`config.mk`:
```
export PLATFORM = sky130hd
export DESIGN_NAME = branch_predictor
export DESIGN_NICKNAME = d
export VERILOG_FILES = /design/src/rtl/branch_predictor.sv
export SDC_FILE = /design/constraint.sdc
export NUM_CORES = 2
export LEC_CHECK = 0
export BUFFER_PORTS_ARGS = -buffer_cell sky130_fd_sc_hd__buf_2
export CELL_PAD_IN_SITES_DETAIL_PLACEMENT = 1
export CELL_PAD_IN_SITES_GLOBAL_PLACEMENT = 1
export CORE_ASPECT_RATIO = 0.6
export CORE_MARGIN = 3
export CORE_UTILIZATION = 55
export DETAILED_ROUTE_END_ITERATION = 8
export PLACE_DENSITY_LB_ADDON = 0.3
export SYNTH_ARGS = -nofsm -noshare
export SYNTH_HDL_FRONTEND = slang
export SYNTH_SLANG_ARGS = --single-unit
```
`constraint.sdc`:
```
create_clock -name clk -period 8.2 [get_ports clk]
set_input_delay 1.64 -clock clk [delete_from_list [all_inputs] [get_ports clk]]
set_output_delay 1.64 -clock clk [all_outputs]
set_load 0.05 [all_outputs]
```
`src/rtl/branch_predictor.sv`:
```
// branch_predictor
//   Direct-mapped branch history table of saturating counters combined with a
//   tagged branch target buffer. Fetch gets a same-cycle taken/target guess for
//   pc_f; execute trains the table when a branch or jump resolves, using the
//   index that was captured at fetch time (idx_f travelling down as upd_idx_e).
//
//   Optional feature: define BPRED_GSHARE_EN to XOR a global history register
//   (non-speculative, conditional branches only) into the lookup index.
//   Tags always come straight from the PC, in both modes.

module branch_predictor #(
    parameter int WIDTH    = 32,
    parameter int ENTRIES  = 64,
    parameter int CTR_BITS = 2,
    parameter int TAG_BITS = 8,
    localparam int IDX_BITS = $clog2(ENTRIES)
) (
    input  logic                clk,
    input  logic                rst,
    // fetch-side lookup
    input  logic [WIDTH-1:0]    pc_f,
    output logic                bp_f,
    output logic                hit_f,
    output logic [WIDTH-1:0]    pred_target_f,
    output logic [IDX_BITS-1:0] idx_f,
    // execute-side training
    input  logic                upd_valid_e,
    input  logic                upd_jump_e,
    input  logic                upd_taken_e,
    input  logic [WIDTH-1:0]    upd_pc_e,
    input  logic [WIDTH-1:0]    upd_target_e,
    input  logic [IDX_BITS-1:0] upd_idx_e
);

    // Counter encodings: strongest taken, weakly taken (allocation value),
    // weakly not-taken (reset value). With CTR_BITS=1 these are 1, 1, 0.
    localparam logic [CTR_BITS-1:0] CTR_MAX = {CTR_BITS{1'b1}};
    localparam logic [CTR_BITS-1:0] CTR_WT  = CTR_BITS'(2 ** (CTR_BITS - 1));
    localparam logic [CTR_BITS-1:0] CTR_WNT = CTR_BITS'(2 ** (CTR_BITS - 1) - 1);

    localparam int TAG_LO = IDX_BITS + 2;
    localparam int TAG_HI = IDX_BITS + 2 + TAG_BITS - 1;

    // Saturating increment: stays at all-ones.
    function automatic logic [CTR_BITS-1:0] sat_inc(input logic [CTR_BITS-1:0] c);
        if (c == CTR_MAX) begin
            return c;
        end else begin
            return c + CTR_BITS'(1);
        end
    endfunction

    // Saturating decrement: stays at zero.
    function automatic logic [CTR_BITS-1:0] sat_dec(input logic [CTR_BITS-1:0] c);
        if (c == {CTR_BITS{1'b0}}) begin
            return c;
        end else begin
            return c - CTR_BITS'(1);
        end
    endfunction

    // ------------------------------------------------------------------
    // Table storage. valid and ctr are reset; tag and target are only
    // meaningful behind valid and so carry no reset.
    // ------------------------------------------------------------------
    logic                valid_q  [ENTRIES];
    logic [CTR_BITS-1:0] ctr_q    [ENTRIES];
    logic [TAG_BITS-1:0] tag_q    [ENTRIES];
    logic [WIDTH-1:0]    target_q [ENTRIES];

    // PC field extraction
    logic [IDX_BITS-1:0] pidx_f_s;
    logic [TAG_BITS-1:0] tag_f_s;
    logic [TAG_BITS-1:0] tag_e_s;

    assign pidx_f_s = pc_f[IDX_BITS+1:2];
    assign tag_f_s  = pc_f[TAG_HI:TAG_LO];
    assign tag_e_s  = upd_pc_e[TAG_HI:TAG_LO];

    // ------------------------------------------------------------------
    // Lookup index: plain PC index, or PC index hashed with global history.
    // ------------------------------------------------------------------
`ifdef BPRED_GSHARE_EN
    logic [IDX_BITS-1:0] ghr_q;
    logic [IDX_BITS-1:0] ghr_d;
    logic [IDX_BITS:0]   ghr_shift_s;

    // Widened shift keeps the IDX_BITS=1 case legal: the result is just the outcome.
    assign ghr_shift_s = {ghr_q, upd_taken_e};

    // Next history: only resolved conditional branches shift in their outcome.
    always_comb begin
        ghr_d = ghr_q;
        if (upd_valid_e && !upd_jump_e) begin
            ghr_d = ghr_shift_s[IDX_BITS-1:0];
        end else begin
            ghr_d = ghr_q;
        end
    end

    // History register with asynchronous clear.
    always_ff @(posedge clk or posedge rst) begin
        if (rst) begin
            ghr_q <= {IDX_BITS{1'b0}};
        end else begin
            ghr_q <= ghr_d;
        end
    end

    assign idx_f = pidx_f_s ^ ghr_q;
`else
    assign idx_f = pidx_f_s;
`endif

    // ------------------------------------------------------------------
    // Combinational lookup. No bypass from a same-cycle update: the old
    // entry contents are returned and the new ones appear next cycle.
    // ------------------------------------------------------------------
    assign hit_f         = valid_q[idx_f] && (tag_q[idx_f] == tag_f_s);
    assign bp_f          = hit_f && ctr_q[idx_f][CTR_BITS-1];
    assign pred_target_f = target_q[idx_f];

    // ------------------------------------------------------------------
    // Training decision
    // ------------------------------------------------------------------
    logic                uhit_s;
    logic                meta_we_s;   // write valid/tag/target
    logic                ctr_we_s;    // write counter
    logic [CTR_BITS-1:0] upd_ctr_d;

    assign uhit_s = valid_q[upd_idx_e] && (tag_q[upd_idx_e] == tag_e_s);

    // Decide which fields of the trained entry change and the new counter value.
    always_comb begin
        meta_we_s = 1'b0;
        ctr_we_s  = 1'b0;
        upd_ctr_d = ctr_q[upd_idx_e];
        if (!upd_valid_e) begin
            meta_we_s = 1'b0;
            ctr_we_s  = 1'b0;
        end else if (upd_jump_e) begin
            // unconditional: install and pin strongly taken
            meta_we_s = 1'b1;
            ctr_we_s  = 1'b1;
            upd_ctr_d = CTR_MAX;
        end else if (uhit_s && upd_taken_e) begin
            // reinforce and refresh the target (indirect targets can move)
            meta_we_s = 1'b1;
            ctr_we_s  = 1'b1;
            upd_ctr_d = sat_inc(ctr_q[upd_idx_e]);
        end else if (uhit_s) begin
            // weaken; the stored target is kept
            meta_we_s = 1'b0;
            ctr_we_s  = 1'b1;
            upd_ctr_d = sat_dec(ctr_q[upd_idx_e]);
        end else if (upd_taken_e) begin
            // taken branch not in the table: allocate, replacing any alias
            meta_we_s = 1'b1;
            ctr_we_s  = 1'b1;
            upd_ctr_d = CTR_WT;
        end else begin
            // not-taken miss: nothing worth remembering
            meta_we_s = 1'b0;
            ctr_we_s  = 1'b0;
        end
    end

    // Valid bits and counters: asynchronous clear, trained on resolve.
    always_ff @(posedge clk or posedge rst) begin
        if (rst) begin
            for (int i = 0; i < ENTRIES; i++) begin
                valid_q[i] <= 1'b0;
                ctr_q[i]   <= CTR_WNT;
            end
        end else begin
            if (meta_we_s) begin
                valid_q[upd_idx_e] <= 1'b1;
            end
            if (ctr_we_s) begin
                ctr_q[upd_idx_e] <= upd_ctr_d;
            end
        end
    end

    // Tag and target arrays: written alongside valid, never cleared.
    always_ff @(posedge clk) begin
        if (meta_we_s) begin
            tag_q[upd_idx_e]    <= tag_e_s;
            target_q[upd_idx_e] <= upd_target_e;
        end
    end

    // PC bits outside the index/tag fields carry no information here.
`ifdef BPRED_GSHARE_EN
    logic unused_s;
    assign unused_s = ^{pc_f, upd_pc_e, ghr_shift_s[IDX_BITS]};
`else
    logic unused_s;
    assign unused_s = ^{pc_f, upd_pc_e};
`endif

endmodule

```
==> impl_metrics.ini <==
[yosys]
yosysMostFrequentCell = edfxtp_1
ys_ff_latch = 2752
synthesis.area_mm2 = 0.112
synth_area_per_cell_um2 = 22.3
ys_warn_count = 0
async_flop_share = 0.0698
synth_seq_area_share = 0.728
synth_area_leaders = edfxtp_1, mux4_2, dfrtp_1
synth-edff-count = 2560
synth_cell_types = 72
synth_top_cells_by_count = edfxtp_1, mux4_2, mux2i_1, clkbuf_1, dfrtp_1
postSynth.topFlopCell = edfxtp_1
synth_top_area_cell = edfxtp_1
synth_cells = 5037
syn_nets = 5144
synth_top_area_frac = 0.685

[clock_network]
cts_max_path_buffers = 4
worstSkewPairLatency_ns = 0.89
numCtsBuffers = 241
ctsHoldBuffers = 0
cts_tree = built
cts_num_sinks = 2752
cts-root-buf = clkbuf_16
post_cts_buffers = 0
h-tree-depth = 4
clk_pin_slew_ns = 0.06
cts_resized = 0

[timing]
setup_tns_ns = 0
fin_crit_ns = 7.42
setup_viol = 0
relSlewSlack = 0.0272
rsz0062_at_grt = false
finalClockSkew_ns = 0.0444
hold_viol = 0
worst_slew_pin_slew_ns = 1.45
drv_slew = 0
fmax_ghz = 0.135
finalWorstSetupSlack_ns = 0.781
fin_crit_sh = 0.905

[setup_path]
rr_worst_depth = 11
ff2ff_setup_slack_ns = 3.51
cp-end-kind = output pin
worstPathArrival_ns = 5.78
critPathKind = in -> out
crit_required_ns = 6.56
cp_max_fo = 27
worstReg2RegEnd = ctr_q[27]
r2r_start = valid_q[17]
start_kind = input port

[detailed_routing]
route.vias.total = 59800
drc = 0
wl_per_cell_um = 42.2
drt_first_iter_violations = 11600
drt_wl_total_mm = 345
firstDrtPassIters = 6
drtAntennaViolNets = 0
detail_route.vias_per_cell = 7.31

[final_layout]
final_nets = 5362
area_growth_pct = 11.7
drive_above_1_share = 0.369
fillers = 16100
multi_input_area_mm2 = 0.0295
ff_latch_area_mm2 = 0.0818

[grt]
globalRouteTotalUtil = 0.331
grt_pass1_vias = 60100
grt_pass1_wl_mm = 482
gr-total-overflow = 0
grt_start_max_net_pins = 123
antenna_found_initial = 27

[floorplanning]
placementRows = 127
dieArea_mm2 = 0.210
die_w_um = 589
core-area_mm2 = 0.201
chipHeight_um = 356
initial_core_util = 0.558
io_pins = 147

[min_path]
worstHoldStart = valid_q[14]
hold_depth = 1
min_to = valid_q[14]
hold_path.class = reg -> reg

[pwr]
leakage_nw = 40.1
power.density_mw_per_mm2 = 236
vdd_drop_max_uv = 316

[placement]
dp_hpwl_mm = 194
preCtsSetupSlack_ns = 0.919
io_buffers = 104
gp_congestion = 0.873

[flow_run]
drv_cap = 0

[status]
status = complete, no violations
-- per-layer routing --
layer / global-route usage / up-vias / share of wire / wire length, µm
li1: - / 21900 / - / -
met1: 0.496 / 32200 / 0.38 / 132000
met2: 0.466 / 4840 / 0.44 / 150000
met3: 0.108 / 782 / 0.15 / 50200
met4: 0.101 / 18 / 0.035 / 12200
met5: 0 / - / 0.00031 / 108
-- sequential cells by signal, summed over array words and instances, names as in the netlist --
name	cells
ctr_q	128
tag_q	512
target_q	2048
valid_q	64
-- cell usage in the layout, fill, tap and decap left out, types with 20 or more instances in the layout --
| cell | synthesis | final |
|---|---|---|
| bufinv_16 | 0 | 37 |
| mux2i_1 | 213 | 213 |
| nor3_2 | 60 | 62 |
| nor2_1 | 86 | 20 |
| buf_2 | 73 | 94 |
| clkinv_2 | 0 | 45 |
| buf_4 | 22 | 158 |
| mux2_2 | 107 | 107 |
| edfxtp_1 | 2560 | 2560 |
| o21ai_0 | 31 | 31 |
| clkbuf_16 | 0 | 244 |
| a21oi_1 | 28 | 28 |
| buf_12 | 0 | 45 |
| clkbuf_1 | 153 | 40 |
| clkinv_1 | 1 | 54 |
| nand3_1 | 36 | 35 |
| mux2_4 | 63 | 63 |
| or2_2 | 68 | 68 |
| a22oi_1 | 93 | 93 |
| dfrtp_1 | 128 | 128 |
| dfstp_2 | 64 | 64 |
| nand2_1 | 71 | 71 |
| nor2_4 | 0 | 65 |
| a221oi_1 | 22 | 22 |
| mux4_2 | 904 | 904 |
-- critical path, cell delays in order --
cell	delay, ns
buf_8	0.22
buf_12	0.30
mux4_2	0.56
mux4_2	0.50
nor2b_1	0.17
a211oi_1	0.49
a21oi_1	0.28
xor2_1	0.26
nor4_2	0.60
o211a_1	0.48
buf_12	0.19
-- metrics by stage --
stage           util  hold slack (ns)  instance area (µm²)  total power, mW  instances
2_1_floorplan      -            0.449               112000             17.2       5037
3_3_place_gp   0.583            0.470               117000             18.0       7721
3_5_place_dp   0.583            0.477               117000             18.0       7721
4_1_cts        0.623            0.500               125000             29.6       8163
5_1_grt        0.623            0.514               125000             30.3       8166
6_report       0.623            0.497               125000             29.5       8181
-- area by class of cell --
type                       count  share of cell area
sequential                  2752               0.652
antenna                       18            0.000359
clock inverter               157              0.0137
tap                         2709              0.0270
timing repair buffer         304              0.0212
clock buffer                 285              0.0500
multi-input combinational   1950               0.235
inverter                       6            0.000240
-- cells by family (layout without fill, tap and decap cells) --
logic type,after synthesis,after routing,synth area share
buf+inv,335,752,0.0140
simple gates,393,393,0.0204
mux,1288,1288,0.220
other cells,0,18,0
flops,2752,2752,0.728
compound gates,255,255,0.0165
xor+xnor,13,13,0.00101
fa+ha+maj,1,1,0.000100
-- report_power, final --
| part | total (mW) | switching (mW) | internal (mW) | leakage (nW) |
|---|---|---|---|---|
| Combinational | 2.08 | 1.24 | 0.843 | 10.9 |
| Sequential | 15.7 | 0.131 | 15.6 | 25.4 |
| Clock | 11.8 | 5.15 | 6.61 | 3.89 |
-- worst max path at each step --
stage	startpoint	endpoint	slack [ns]	cells after the start
finish	pc_f[2]	bp_f	0.78	11
global route	pc_f[2]	bp_f	0.79	11
CTS	pc_f[2]	bp_f	0.90	11
detailed placement	pc_f[2]	bp_f	0.92	11
global placement	pc_f[2]	bp_f	0.91	11
floorplan	pc_f[2]	bp_f	0.58	11
Note: power is estimated with default switching activity, not from simulation.
